<file path="config.mk">
export PLATFORM = sky130hd
export DESIGN_NAME = program_loader
export DESIGN_NICKNAME = d
export VERILOG_FILES = /design/src/rtl/loader_pkg.sv /design/src/rtl/loader_checksum.sv /design/src/rtl/program_loader.sv
export SDC_FILE = /design/constraint.sdc
export NUM_CORES = 1
export LEC_CHECK = 0
export ABC_AREA = 1
export CORE_ASPECT_RATIO = 0.8
export CORE_MARGIN = 1.5
export CORE_UTILIZATION = 40
export CTS_CLUSTER_SIZE = 14
export DETAILED_ROUTE_END_ITERATION = 6
export PLACE_DENSITY = 0.67
export SLEW_MARGIN = 20
export SYNTH_ARGS = -nofsm -noshare
export SYNTH_HDL_FRONTEND = slang
export SYNTH_SLANG_ARGS = --single-unit
</file>
<file path="constraint.sdc">
create_clock -name Clk -period 2.2 [get_ports Clk]
set_input_delay 0.44 -clock Clk [delete_from_list [all_inputs] [get_ports Clk]]
set_output_delay 0.44 -clock Clk [all_outputs]
set_load 0.02 [all_outputs]
</file>
<file path="src/rtl/loader_pkg.sv">
// loader_pkg: instruction memory geometry and loader state encoding shared with the control unit
package loader_pkg;
  localparam int IM_DEPTH = 128;
  localparam int IM_ADDR_W = $clog2(IM_DEPTH);
  localparam int BYTES_PER_WORD = 2;
  localparam int IM_DATA_W = 8 * BYTES_PER_WORD;
  typedef enum logic [2:0] {
    S_IDLE,
    S_RX_HI,
    S_RX_LO,
    S_WRITE,
    S_CHECK,
    S_DONE,
    S_ERROR
  } loader_state_t;
endpackage

</file>
<file path="src/rtl/loader_checksum.sv">
// loader_checksum: running XOR of accepted stream bytes
module loader_checksum (
  input  logic       clk,
  input  logic       rst,
  input  logic       clear,
  input  logic       en,
  input  logic [7:0] byte_in,
  output logic [7:0] sum
);
  always_ff @(posedge clk)
    sum <= (rst || clear) ? '0 : en ? sum ^ byte_in : sum;
endmodule

</file>
<file path="src/rtl/program_loader.sv">
// program_loader: packs a byte stream into 16-bit words, writes instruction memory and verifies an XOR checksum
module program_loader
  import loader_pkg::*;
#(
  parameter int ADDR_W = IM_ADDR_W,
  parameter int DEPTH  = IM_DEPTH,
  parameter int DATA_W = IM_DATA_W
) (
  input  logic              Clk,
  input  logic              Reset,
  input  logic              Start,
  input  logic [ADDR_W:0]   Word_Count,
  input  logic [7:0]        Byte_In,
  input  logic              Byte_Valid,
  output logic              Byte_Ready,
  output logic              IM_Wr,
  output logic [ADDR_W-1:0] IM_Addr,
  output logic [DATA_W-1:0] IM_Data,
  output logic              CPU_Hold,
  output logic              Busy,
  output logic              Done,
  output logic              Error
);
  localparam logic [ADDR_W:0] DEPTH_W = DEPTH[ADDR_W:0];
  loader_state_t state, state_n;
  logic [ADDR_W-1:0] addr, last;
  logic [7:0] hi, sum;
  logic xfer, count_ok, start_go, can_start;
  assign Byte_Ready = state inside {S_RX_HI, S_RX_LO, S_CHECK};
  assign IM_Wr = state == S_WRITE;
  assign Busy = Byte_Ready | IM_Wr;
  assign Done = state == S_DONE;
  assign Error = state == S_ERROR;
  assign CPU_Hold = Busy | Error;
  assign xfer = Byte_Valid & Byte_Ready;
  assign count_ok = Word_Count != '0 && Word_Count <= DEPTH_W;
  assign can_start = state == S_IDLE || state == S_ERROR;
  assign start_go = can_start & Start & count_ok;
  always_comb begin
    state_n = state;
    case (state)
      S_IDLE, S_ERROR: state_n = Start ? (count_ok ? S_RX_HI : S_ERROR) : state;
      S_RX_HI:         state_n = xfer ? S_RX_LO : state;
      S_RX_LO:         state_n = xfer ? S_WRITE : state;
      S_WRITE:         state_n = addr == last ? S_CHECK : S_RX_HI;
      S_CHECK:         state_n = xfer ? (Byte_In == sum ? S_DONE : S_ERROR) : state;
      default:         state_n = S_IDLE;
    endcase
  end
  always_ff @(posedge Clk) begin
    if (Reset) begin
      state   <= S_IDLE;
      addr    <= '0;
      last    <= '0;
      hi      <= '0;
      IM_Addr <= '0;
      IM_Data <= '0;
    end else begin
      state <= state_n;
      if (start_go) begin
        addr <= '0;
        last <= Word_Count[ADDR_W-1:0] - ADDR_W'(1);
      end
      if (xfer && state == S_RX_HI) hi <= Byte_In;
      if (xfer && state == S_RX_LO) begin
        IM_Addr <= addr;
        IM_Data <= {hi, Byte_In};
      end
      if (state == S_WRITE && addr != last) addr <= addr + ADDR_W'(1);
    end
  end
  loader_checksum u_checksum (
    .clk     (Clk),
    .rst     (Reset),
    .clear   (start_go),
    .en      (xfer && (state == S_RX_HI || state == S_RX_LO)),
    .byte_in (Byte_In),
    .sum     (sum)
  );
endmodule

</file>
# After elaboration in Yosys (flattened, before gate mapping)
# Cells that the tools add are included.
[word_totals]
word_cells = 53
register_bits = 56
[op_classes]
magnitude_cmp = 1
bitwise = 6
n_eq_ne = 13
n_mux = 10
reduce_logical = 14
addsub = 2
[op_table]
columns = ["op", "count"]
rows = [
  ["$mux 3", 6],
  ["$pmux 3 s5", 1],
  ["$mux 7", 2],
  ["$eq 3x3->1 const B", 3],
  ["$eq 8x8->1", 1],
  ["$le 8x8->1 const B", 1],
  ["$ne 2x2->1 const B", 4],
  ["$reduce_bool 8->1", 1],
  ["$xor 8x8->8", 1],
  ["$add 7x1->7 const B", 1],
  ["$eq 7x7->1", 1],
  ["$ne 7x7->1", 1],
  ["$sub 7x1->7 const B", 1],
  ["$eq 3x2->1 const B", 2],
  ["$logic_and 1x1->1", 5],
  ["$reduce_and 4->1", 1],
  ["$and 1x1->1", 3],
  ["$eq 3x1->1 const B", 1],
  ["$logic_not 3->1", 1],
  ["$logic_or 1x1->1", 3],
  ["$reduce_bool 3->1", 1],
  ["$mux 2", 1],
  ["$or 1x1->1", 2],
  ["$reduce_bool 2->1", 1],
  ["$reduce_or 2->1", 1],
]

# Logic depth before layout (Yosys ltp)
# Gate-level depths: netlist of the first run.
[depth]
depth_word = 6
mapped_depth = 11
mapped_depth_nobuf = 11

# Cells and area by module
# Synthesis of the first run repeated with hierarchy kept, for this count alone.
[hier_totals]
hier_cells = 389
area_unflattened_um2 = 2810.2
[by_module_without_submodules]
columns = ["module", "area_each_um2", "instances", "seq_area_each_um2", "cells_per_inst"]
rows = [
  ["program_loader", 2453.6, 1, 960.9, 346],
  ["loader_checksum", 356.6, 1, 160.2, 43],
]

# Worst setup path after synthesis of the first run
# Ideal clock, no wire load.
[synth_timing]
path_type = "input -> register"
from = "input port Word_Count[0]"
to = "register addr[3]"
path_stages = 11
arrival_ns = 1.563
setup_ns = 0.115
required_time_ns = 2.085
n_path_buf = 1
path_slack_ns = 0.523
cell_sequence = "inv_1 > ha_1 > inv_1 > nor3_2 > nand2_1 > nand2_1 > nand4_2 > buf_6 > nand2_2 > nor2_1 > o21a_1"
[synth_via]
elab_chain_len = 4
[synth_lines]
columns = ["element", "line_no", "source"]
rows = [
  ["from (decl)", "program_loader.sv:12", "input logic [ADDR_W:0] Word_Count,"],
  ["$le 8x8->1 / $reduce_bool 8->1 (equally long branches)", "program_loader.sv:36", "assign count_ok = Word_Count != '0 && Word_Count <= DEPTH_W;"],
  ["$logic_and 1x1->1 *", "program_loader.sv:36", ""],
  ["$and 1x1->1 *", "program_loader.sv:38", "assign start_go = can_start & Start & count_ok;"],
  ["$reduce_bool 2->1 (no source line) *", "n/a", ""],
  ["to (signal assigned)", "program_loader.sv:69", "if (state == S_WRITE && addr != last) addr <= addr + ADDR_W'(1);"],
  ["to (decl)", "program_loader.sv:26", "logic [ADDR_W-1:0] addr, last;"],
]
# Every way passes the cells marked *; elsewhere a longest branch is shown, timed or not.
# A chain may end at the register's enable or synchronous reset.

# Worst setup path in the final report of the first run
[layout_timing]
from = "register state[1]"
to = "output port Error"
[layout_via]
elab_chain_len = 1
[layout_lines]
columns = ["element", "line_no", "source"]
rows = [
  ["from (decl)", "program_loader.sv:25", "loader_state_t state, state_n;"],
  ["from (signal assigned)", "program_loader.sv:59", "state <= state_n;"],
  ["$eq 3x3->1", "program_loader.sv:33", "assign Error = state == S_ERROR;"],
  ["to (decl)", "program_loader.sv:22", "output logic Error"],
]
# No other way between the ends.

==> summary.txt, run 1 <==
Synth
  – Synth Flop Type: dfxtp_1
  – Avg Cell Area, Syn: 7.22 um^2
  – Asr flop ratio synth: 0%
  – #FFs+latches synth: 56
  – Post-synthesis cell count: 372
  – Post-synthesis sequential area ratio: 41.7%
  – Yosys warning total: 0
  – Mapped Nets: 394
  – Mapped cell area: 2690 um^2
  – Number of flops mapped to enable cells by yosys: 0
  – Yosys cell types: 32

Clocking
  – Clock transition at the registers of the reported paths: 0.10 ns
  – Clock buffer depth: 2
  – CTS tree: yes
  – H-tree depth: 2
  – Skew-Pair Late Insertion Delay: 0.31 ns
  – # Post-CTS Setup Buffers: 0
  – Root Driver: clkbuf_8
  – Num CTS Buffers: 5
  – Clock Sink Count: 56
  – CTS Hold Buffers Added: 0

STA
  – Fmax: 477 MHz
  – Total negative slack: 0 ns
  – Period utilization: 95.3%
  – Hold WS: 0.470 ns
  – Fin. Hold Viols: 0
  – Slew @ Worst Pin: around 0.38 ns
  – Slew Limit Fails: 0
  – Final min period: 2.10 ns
  – Final setup margin: 0.104 ns
  – Final-report setup violation count: 0
  – RSZ-0062 raised after global routing: false
  – Post-route clock skew: 0.0104 ns
  – Slew margin rel.: 75.0%

Power
  – Max IR drop VDD: about 0.45 mV
  – Power Density: 1000 nW/um^2
  – Leakage power figure: about 1.5 nW
  – Final total power: about 3.4 mW

Placement
  – Hpwl dp: 4320 um
  – Pre-CTS WS: -0.0424 ns
  – Dpl cells: 498
  – Placer Congestion: 0.809
  – Number of port buffers: 48

Finish
  – Commonest non-fill, non-tap cell in the layout: nand2_1
  – Fin cells: 506
  – Post-layout nets: between 400 and 500
  – Synth-to-layout area growth: 25.2%
  – ANT cells: 0
  – Layout cells sized above 1: 11.4%
  – Commonest cells after routing, fill and taps aside: 71 x nand2_1, 54 x dfxtp_1, 44 x clkdlybuf4s50_1

Hold path
  – Hold Crit Endpoint: last[0]
  – HP Start: last[0]
  – Hold Path Stages: 2
  – Hold Path Class: flop to flop

Route
  – DR iter-0 viols: 137
  – DR WL/cell: 11.9 um
  – Pre-Repair DR Iteration Count: 5
  – Number of remaining DRC errors: 0
  – Total number of vias: about 2.4k
  – Detailed Route WL: between 6000 and 7000 um
  – Antenna Nets Post-Route: 0
  – Vias per std cell: 4.82

Floorplanning
  – Initial Utilization: about two fifths
  – Die X: 94.6 um
  – DIE HEIGHT: between 70 and 80 um
  – Core Region: 6440 um^2
  – Num ports: roughly 50
  – Die area: 7220 um^2
  – Rows: 26

Run
  – Max-cap viol count: 0

Global route
  – Overflow after GRT: 0
  – Initial antenna violation count: 0
  – All-layer global routing usage: ~18%
  – First-pass GRT wire length: 10100 um
  – Vias in the first global route: 2224
  – Largest net degree at the start of global routing: between 40 and 50

Critical path
  – Critical Path AT: 1.66 ns
  – Reg-to-reg critical path startpoint: addr[0]
  – Crit Path Class: flop to primary output
  – Crit-path max FO: 4
  – Reg2reg end: addr[0]
  – Critical Path Start Type: flop
  – Crit. End Element: primary output
  – Worst EP required: 1.76 ns
  – R2R Setup Slk: 0.64 ns
  – R2R cell count: 9

Outcome
  – Status: completed
## critical path, cell delays in order, from the launching register on
cell and delay, ns:
dfxtp_1 0.40, inv_2 0.08, nor2_2 0.14, nand2_2 0.09, inv_1 0.06, clkdlybuf4s50_1 0.59
## routing by layer
layer  up-vias  global-route usage [%]  routed length (um)
met5         -                       0                   0
met4         0                    5.37                  91
met3         9                    3.59                 304
met2        53                    26.4                2560
met1      1094                    25.1                3050
li1       1284                       -                   -
## Yosys cell counts (4+ instances only)
cell type	number	area (um^2)
a21oi_1	42	210
a21oi_2	4	35.0
buf_2	5	25.0
dfxtp_1	56	1120
inv_1	43	161
inv_2	6	22.5
nand2_1	71	267
nand2_2	4	25.0
nand3_1	21	105
nor2_1	36	135
nor2_2	6	37.5
o21ai_0	39	195
xor2_1	8	70.1
## stage by stage
| step | instance area, um^2 | utilization, % |
|---|---|---|
| finish | 3370 | 52.3 |
| global route | 3370 | 52.3 |
| CTS | 3360 | 52.2 |
| detailed placement | 3260 | 50.6 |
| global placement | 3260 | 50.6 |
| floorplan | 2690 | - |
## how the worst max path moves through the flow
| stage | start | endpoint | slack (ns) | depth (start not counted) |
|---|---|---|---|---|
| final | state[1] | Error | 0.10 | 5 |
| after global placement | Word_Count[0] | addr[3] | 0.04 | 12 |
| after global routing | state[1] | Error | 0.06 | 5 |
| after floorplan | Word_Count[0] | addr[3] | 0.52 | 11 |
| after CTS | state[0] | IM_Wr | 0.02 | 5 |
| after detailed placement | Word_Count[0] | addr[3] | -0.04 | 12 |
## cell families after synthesis
kind of cell             synth area share, %
AND/OR/NAND/NOR                         24.4
AO/OA/AOI/OAI                           19.9
buffers and inverters                   10.1
flip-flops                              41.7
XOR/XNOR                                2.93
adder cells (fa/ha/maj)                0.931
## area by class of cell
cell class | count | area (um^2)
clock buffers | 6 | 72.6
clock inverters | 2 | 35.0
fillers | 623 | 3080
inverters | 49 | 184
multi-input cells | 253 | 1290
flip-flops and latches | 56 | 1120
well taps | 84 | 105
repair buffers | 56 | 552
## state kept, by name, summed over array words and instances, names as in the netlist
name            flops
IM_Data            16
hi                  8
u_checksum.sum      8
IM_Addr             7
addr                7
last                7
state               3
## timing repair
| action | in CTS | in global routing |
|---|---|---|
| gates resized for setup | 4 | 2 |
| pin swaps | 0 | 0 |
| setup endpoints to repair | 3 | 1 |
## report_power, final
| part | switching, mW | internal, mW |
|---|---|---|
| clock network | 0.331 | 0.339 |
| logic | 0.829 | 0.537 |
| registers | 0.129 | 1.21 |
No activity file was read; power rests on OpenSTA's default activity.
==> run 2: changes to the inputs <==
--- a/config.mk
+++ b/config.mk
@@ -16,3 +16,4 @@
 export SYNTH_ARGS = -nofsm -noshare
 export SYNTH_HDL_FRONTEND = slang
 export SYNTH_SLANG_ARGS = --single-unit
+export TNS_END_PERCENT = 50
==> constraint.sdc (replaced) <==
create_clock -name Clk -period 2.4 [get_ports Clk]
set_input_delay 0.48 -clock Clk [delete_from_list [all_inputs] [get_ports Clk]]
set_output_delay 0.48 -clock Clk [all_outputs]
set_load 0.02 [all_outputs]
==> run 2 against run 1 <==
  * Worst setup slack worse by 0.021 ns
  * Register-to-register slack better by 0.14 ns
  * Sequential cell count stayed put
  * Total power is 7.4% lower
  * Combinational power is 7% lower
  * Routed wire length is 1.4% higher
  * Final cell count is 0.40% lower
  * Sequential share of layout area hardly changed
  * Non-clock buffer count is 2 lower
  * Sequential power is 8% lower
==> summary.txt, run 2 (synthesis results as in run 1) <==
Critical path
  – Crit Path Class: flop to primary output
  – Critical Path Start Type: flop
  – Crit-path max FO: 4
  – Critical Path AT: 1.84 ns
  – R2R cell count: 9
  – Crit. End Element: primary output
  – Worst EP required: 1.92 ns

Global route
  – Overflow after GRT: 0
  – First-pass GRT wire length: 10100 um
  – All-layer global routing usage: 17.6%
  – Vias in the first global route: 2271
  – Largest net degree at the start of global routing: 37
  – Initial antenna violation count: 0

Placement
  – Placer Congestion: 0.805
  – Dpl cells: 496
  – Hpwl dp: between 4000 and 5000 um
  – DP Area: 3240 um^2
  – Number of port buffers: 48

Finish
  – Fin cells: 504
  – Top Registers: IM_Data x16, hi x8, u_checksum.sum x8
  – Post-layout nets: 441
  – Max reg flops: 16
  – Synth-to-layout area growth: 25.0%
  – Final instance area: 3360 um^2
  – Commonest cells after routing, fill and taps aside: 71 x nand2_1, 54 x dfxtp_1, 46 x clkdlybuf4s50_1
  – Layout cells sized above 1: 11.0%
  – Commonest non-fill, non-tap cell in the layout: nand2_1
  – ANT cells: 0
  – Largest Register: IM_Data

Clocking
  – CTS tree: yes
  – # resized after CTS: 1
  – Clock transition at the registers of the reported paths: ~0.1 ns
  – Clock buffer depth: 2
  – H-tree depth: 2
  – # Post-CTS Setup Buffers: 0
  – Root Driver: clkbuf_8
  – Skew-Pair Late Insertion Delay: 0.31 ns
  – Clock Sink Count: 56
  – Num CTS Buffers: 5
  – CTS Hold Buffers Added: 0

Run
  – Max-cap viol count: 0

STA
  – Fmax: 432 MHz
  – RSZ-0062 raised after global routing: false
  – Final-report setup violation count: 0
  – Final min period: 2.32 ns
  – Fin. Hold Viols: 0
  – Total negative slack: 0 ns
  – Slew Limit Fails: 0
  – Post-route clock skew: 0.00820 ns
  – Slew @ Worst Pin: 0.325 ns
  – Period utilization: 96.5%
  – Slew margin rel.: 78.3%

Outcome
  – Status: completed

Power
  – Leakage power figure: 1.46 nW
  – Power Density: a little over 900 nW/um^2
  – Max IR drop VDD: 0.382 mV

Route
  – Total number of vias: 2418
  – Vias per std cell: roughly 4.8
  – DR WL/cell: 12.1 um
  – Detailed Route WL: about 6000 um
  – Pre-Repair DR Iteration Count: 4
  – Antenna Nets Post-Route: 0
  – DR iter-0 viols: about 150
  – Number of remaining DRC errors: 0

Floorplanning
  – Rows: 26
  – Initial Utilization: 41.7%
  – Die area: slightly above 7000 um^2
  – Num ports: 49
  – DIE HEIGHT: roughly 76 um
  – Die X: about 95 um
  – Core Region: roughly 6400 um^2

Hold path
  – Hold Path Class: flop to flop
  – Hold Path Stages: 2
run 2: final timing paths:
kind	start	endpoint	slack, ns
min	last[4]	last[4]	0.47
max	state[1]	Busy	0.08
min reg2reg	last[4]	last[4]	0.47
max reg2reg	addr[0]	addr[0]	0.78
run 2: report_power, final:
part           switching [mW]  total, mW  internal (mW)  leakage (nW)
Combinational           0.762       1.27          0.512         0.944
Sequential              0.119       1.23           1.11         0.456
Clock                   0.309      0.625          0.316        0.0558
Total                    1.19       3.13           1.94          1.46
run 2: area by class of cell:
| type | count | area [um^2] |
|---|---|---|
| multi-input combinational | 253 | 1290 |
| fill | 637 | 3080 |
| clock inverter | 2 | 38.8 |
| tap | 84 | 105 |
| timing repair buffer | 54 | 543 |
| sequential | 56 | 1120 |
| clock buffer | 6 | 72.6 |
| inverter | 49 | 184 |
run 2: layer usage:
layer | GRT usage, % | part of all wire, % | wire, um
met4 | 5.07 | 1.2 | 76
met2 | 27.9 | 44 | 2690
met3 | 2.99 | 3.4 | 208
met1 | 24.3 | 51 | 3110
met5 | 0 | 0 | 0
run 2: worst max-delay path, cell delays in order (launching register included):
cell	delay, ns
dfxtp_1	0.40
inv_2	0.08
nor2_2	0.14
nand2_2	0.09
nand2_1	0.10
nor2_2	0.06
nand2_1	0.07
clkdlybuf4s50_1	0.60
run 2: through the flow:
step                power, mW  setup WS, ns  hold slack, ns  util, %
detailed placement       2.53         0.111           0.462     50.3
CTS                      3.17        0.0384           0.477     52.1
finish                   3.13        0.0835           0.474     52.2
global route             3.34       0.00257           0.494     52.2
global placement         2.50         0.175           0.452     50.3
floorplan                2.11         0.683           0.436        -
==> run 3: changes to the inputs <==
--- a/config.mk
+++ b/config.mk
@@ -5,7 +5,6 @@
 export SDC_FILE = /design/constraint.sdc
 export NUM_CORES = 1
 export LEC_CHECK = 0
-export ABC_AREA = 1
 export CORE_ASPECT_RATIO = 0.8
 export CORE_MARGIN = 1.5
 export CORE_UTILIZATION = 40
==> run 3 against run 2 <==
  * Sequential cell count is the same
  * Synthesized area shrank 2.7%
  * Via count grew 0.17%
  * Clock power shrank 13%
  * First-iteration DRC count shrank 35%
  * Clock-buffer cell count is the same
  * Combinational power shrank 19%
  * Die area shrank 2.6%
  * Final cell count shrank 4.8%
  * Worst setup slack gained 0.049 ns
  * Largest power group is now registers
  * Highest routed layer unchanged
==> summary.txt, run 3 <==
Outcome
  – Status: completed

Global route
  – Overflow after GRT: 0
  – Initial antenna violation count: 0
  – Vias in the first global route: 2148
  – First-pass GRT wire length: roughly 10000 um
  – Largest net degree at the start of global routing: 32
  – All-layer global routing usage: 18.3%

Synth
  – Mapped Nets: between 300 and 400
  – Yosys cell types: between 40 and 50
  – Post-synthesis cell count: 330
  – Avg Cell Area, Syn: 7.93 um^2
  – Number of flops mapped to enable cells by yosys: 0
  – Area contributors post-synth: dfxtp_1 43%, nand2_1 11%, xor2_1 8.4%
  – Most frequent cell after synthesis: nand2_1
  – Asr flop ratio synth: 0%
  – Largest area contributor in the netlist: dfxtp_1
  – Post-synthesis sequential area ratio: 42.9%
  – Post-synth top area share: roughly 43%
  – #FFs+latches synth: 56
  – Synth Flop Type: dfxtp_1
  – Mapped cell area: between 2000 and 3000 um^2
  – Yosys warning total: 0
  – Commonest cells in the netlist: 78 x nand2_1, 56 x dfxtp_1, 35 x a21oi_1

Critical path
  – CP Cell Sequence: buf_4, and3_1, buf_4, clkdlybuf4s50_1
  – Crit path from: state[1]
  – Reg2reg end: addr[6]
  – Crit Path Class: flop to primary output
  – Crit. End Element: primary output
  – Crit path to: IM_Wr
  – Max incr delay on CP: 0.59 ns
  – Crit-path slowest cell: clkdlybuf4s50_1
  – R2R cell count: 5
  – Crit-path max FO: 13
  – Critical Path AT: 1.79 ns
  – Worst EP required: approximately 1.9 ns
  – R2R Setup Slk: 0.40 ns
  – Reg-to-reg critical path startpoint: addr[0]
  – Worst path bufs/invs: 3
  – Most used cell, CP: buf_4
  – Delay-heaviest family, CP: buffers and inverters
  – Critical path depth: 4
  – Critical Path Start Type: flop

Floorplanning
  – Core Region: 6340 um^2
  – DIE HEIGHT: 75.3 um
  – Rows: 26
  – Num ports: 49
  – Die X: 93.4 um
  – Initial Utilization: about two fifths
  – Die area: 7040 um^2

Route
  – Pre-Repair DR Iteration Count: 4
  – DR WL/cell: 13.0 um
  – Antenna Nets Post-Route: 0
  – Detailed Route WL: 6240 um
  – Vias per std cell: around 5.0
  – Total number of vias: around 2.4k
  – Number of remaining DRC errors: 0
  – DR iter-0 viols: 99

Clocking
  – Root Driver: clkbuf_8
  – Skew-Pair Late Insertion Delay: 0.31 ns
  – Clock buffer depth: 2
  – Clock Sink Count: 56
  – H-tree depth: 2
  – CTS tree: yes
  – Clock transition at the registers of the reported paths: around 0.11 ns
  – Num CTS Buffers: 5
  – # Post-CTS Setup Buffers: 0

Placement
  – DP Area: 3340 um^2
  – Dpl cells: roughly 470
  – Number of port buffers: 48
  – Placer Congestion: ~0.81
  – Hpwl dp: 4650 um

STA
  – Post-route clock skew: 0.00867 ns
  – Slew Limit Fails: 0
  – Fin. Hold Viols: 0
  – RSZ-0062 raised after global routing: false
  – Final-report setup violation count: 0
  – Final min period: roughly 2.3 ns
  – Slew @ Worst Pin: 0.560 ns
  – Fmax: 441 MHz
  – Slew margin rel.: 62.6%
  – Period utilization: 94.5%

Finish
  – Fin cells: 480
  – Layout cells sized above 1: between 10% and 20%
  – Largest Register: IM_Data
  – Post-layout nets: 417
  – Multi-input gate area: 1410 um^2
  – FF/Latch Area: ~1100 um^2
  – Fill count: 624
  – Commonest cells after routing, fill and taps aside: 78 x nand2_1, 55 x dfxtp_1, 42 x clkdlybuf4s50_1
  – Commonest non-fill, non-tap cell in the layout: nand2_1
  – Top Registers: IM_Data x16, hi x8, u_checksum.sum x8
  – Max reg flops: 16
  – Synth-to-layout area growth: 32.0%
  – Final instance area: 3450 um^2
  – ANT cells: 0

Power
  – Leakage power figure: between 1 and 1.5 nW
  – Max IR drop VDD: 0.653 mV
  – Power Density: 780 nW/um^2

Hold path
  – Hold Path Class: flop to flop
  – Hold Path Stages: 2

Run
  – Max-cap viol count: 0
-- run 3: cell types whose count changed in the layout (fill, tap and decap cells not counted), sizes merged, moves of 11 or more --
cell	previous run	this run
xor2	8	25
nand2b	0	11
inv	50	3
o21ai	42	15
nor2	43	18
buf	6	32
a21oi	46	35
nand3	21	5
-- run 3: timing repair --
| item | in CTS | in global routing |
|---|---|---|
| resized for setup | 3 | 8 |
| pin swaps | 0 | 4 |
| endpoints found under the setup margin | 2 | 15 |
| hold buffers | 0 | 0 |
-- run 3: cell families after synthesis --
family | after synthesis | synth area share (%)
simple gates | 148 | 26.6
compound gates | 72 | 16.2
flops | 56 | 42.9
xor+xnor | 27 | 9.04
buf+inv | 24 | 3.97
fa+ha+maj | 2 | 0.956
mux | 1 | 0.383
-- run 3: power breakdown --
part	switching, mW	internal [mW]	total [mW]
clock	0.307	0.234	0.541
combinational	0.556	0.474	1.03
sequential	0.0898	1.03	1.12
-- run 3: worst register-to-register path, cell delays in order, from the launching register on --
cell,delay [ns]
dfxtp_1,0.39
xor2_1,0.18
nor4_1,0.49
a21boi_1,0.31
or2_1,0.38
o21ai_0,0.19
-- run 3: how the worst min path moves through the flow --
stage / startpoint / to / slack (ns)
global route: IM_Data[13] / IM_Data[13] / 0.48
floorplan: hi[2] / IM_Data[10] / 0.43
finish: hi[5] / IM_Data[13] / 0.46
detailed placement: IM_Addr[2] / IM_Addr[2] / 0.45
CTS: IM_Addr[2] / IM_Addr[2] / 0.46
global placement: IM_Data[13] / IM_Data[13] / 0.44
-- run 3: metal layers --
| layer | share of wire (%) | routed length (um) | vias to the layer above | global-route usage (%) |
|---|---|---|---|---|
| met4 | 0.42 | 26 | 0 | 4.21 |
| met1 | 52 | 3260 | 1117 | 27.9 |
| met5 | 0 | 0 | - | 0 |
| met3 | 4.2 | 265 | 2 | 2.79 |
| met2 | 43 | 2680 | 50 | 27.1 |
| li1 | - | - | 1253 | - |
-- run 3: area by class of cell --
class | instances | area share (%)
clock buffer | 6 | 2.39
clock inverter | 2 | 0.435
inverter | 3 | 0.326
multi-input combinational | 250 | 40.7
sequential | 56 | 32.5
tap | 84 | 3.04
timing repair buffer | 79 | 20.6
-- run 3: metrics by stage --
step                      setup WS [ns]  hold slack (ns)  setup TNS, ns  power [mW]  util [%]
final                             0.133            0.457              0        2.69      54.5
after global routing             0.0502            0.478              0        2.87      54.5
after CTS                        0.0113            0.462              0        2.71      54.1
after detailed placement         -0.301            0.448          -4.48        2.19      52.6
after global placement           -0.278            0.442          -3.17        2.18      52.6
after floorplan                   0.216            0.432              0        1.76         -
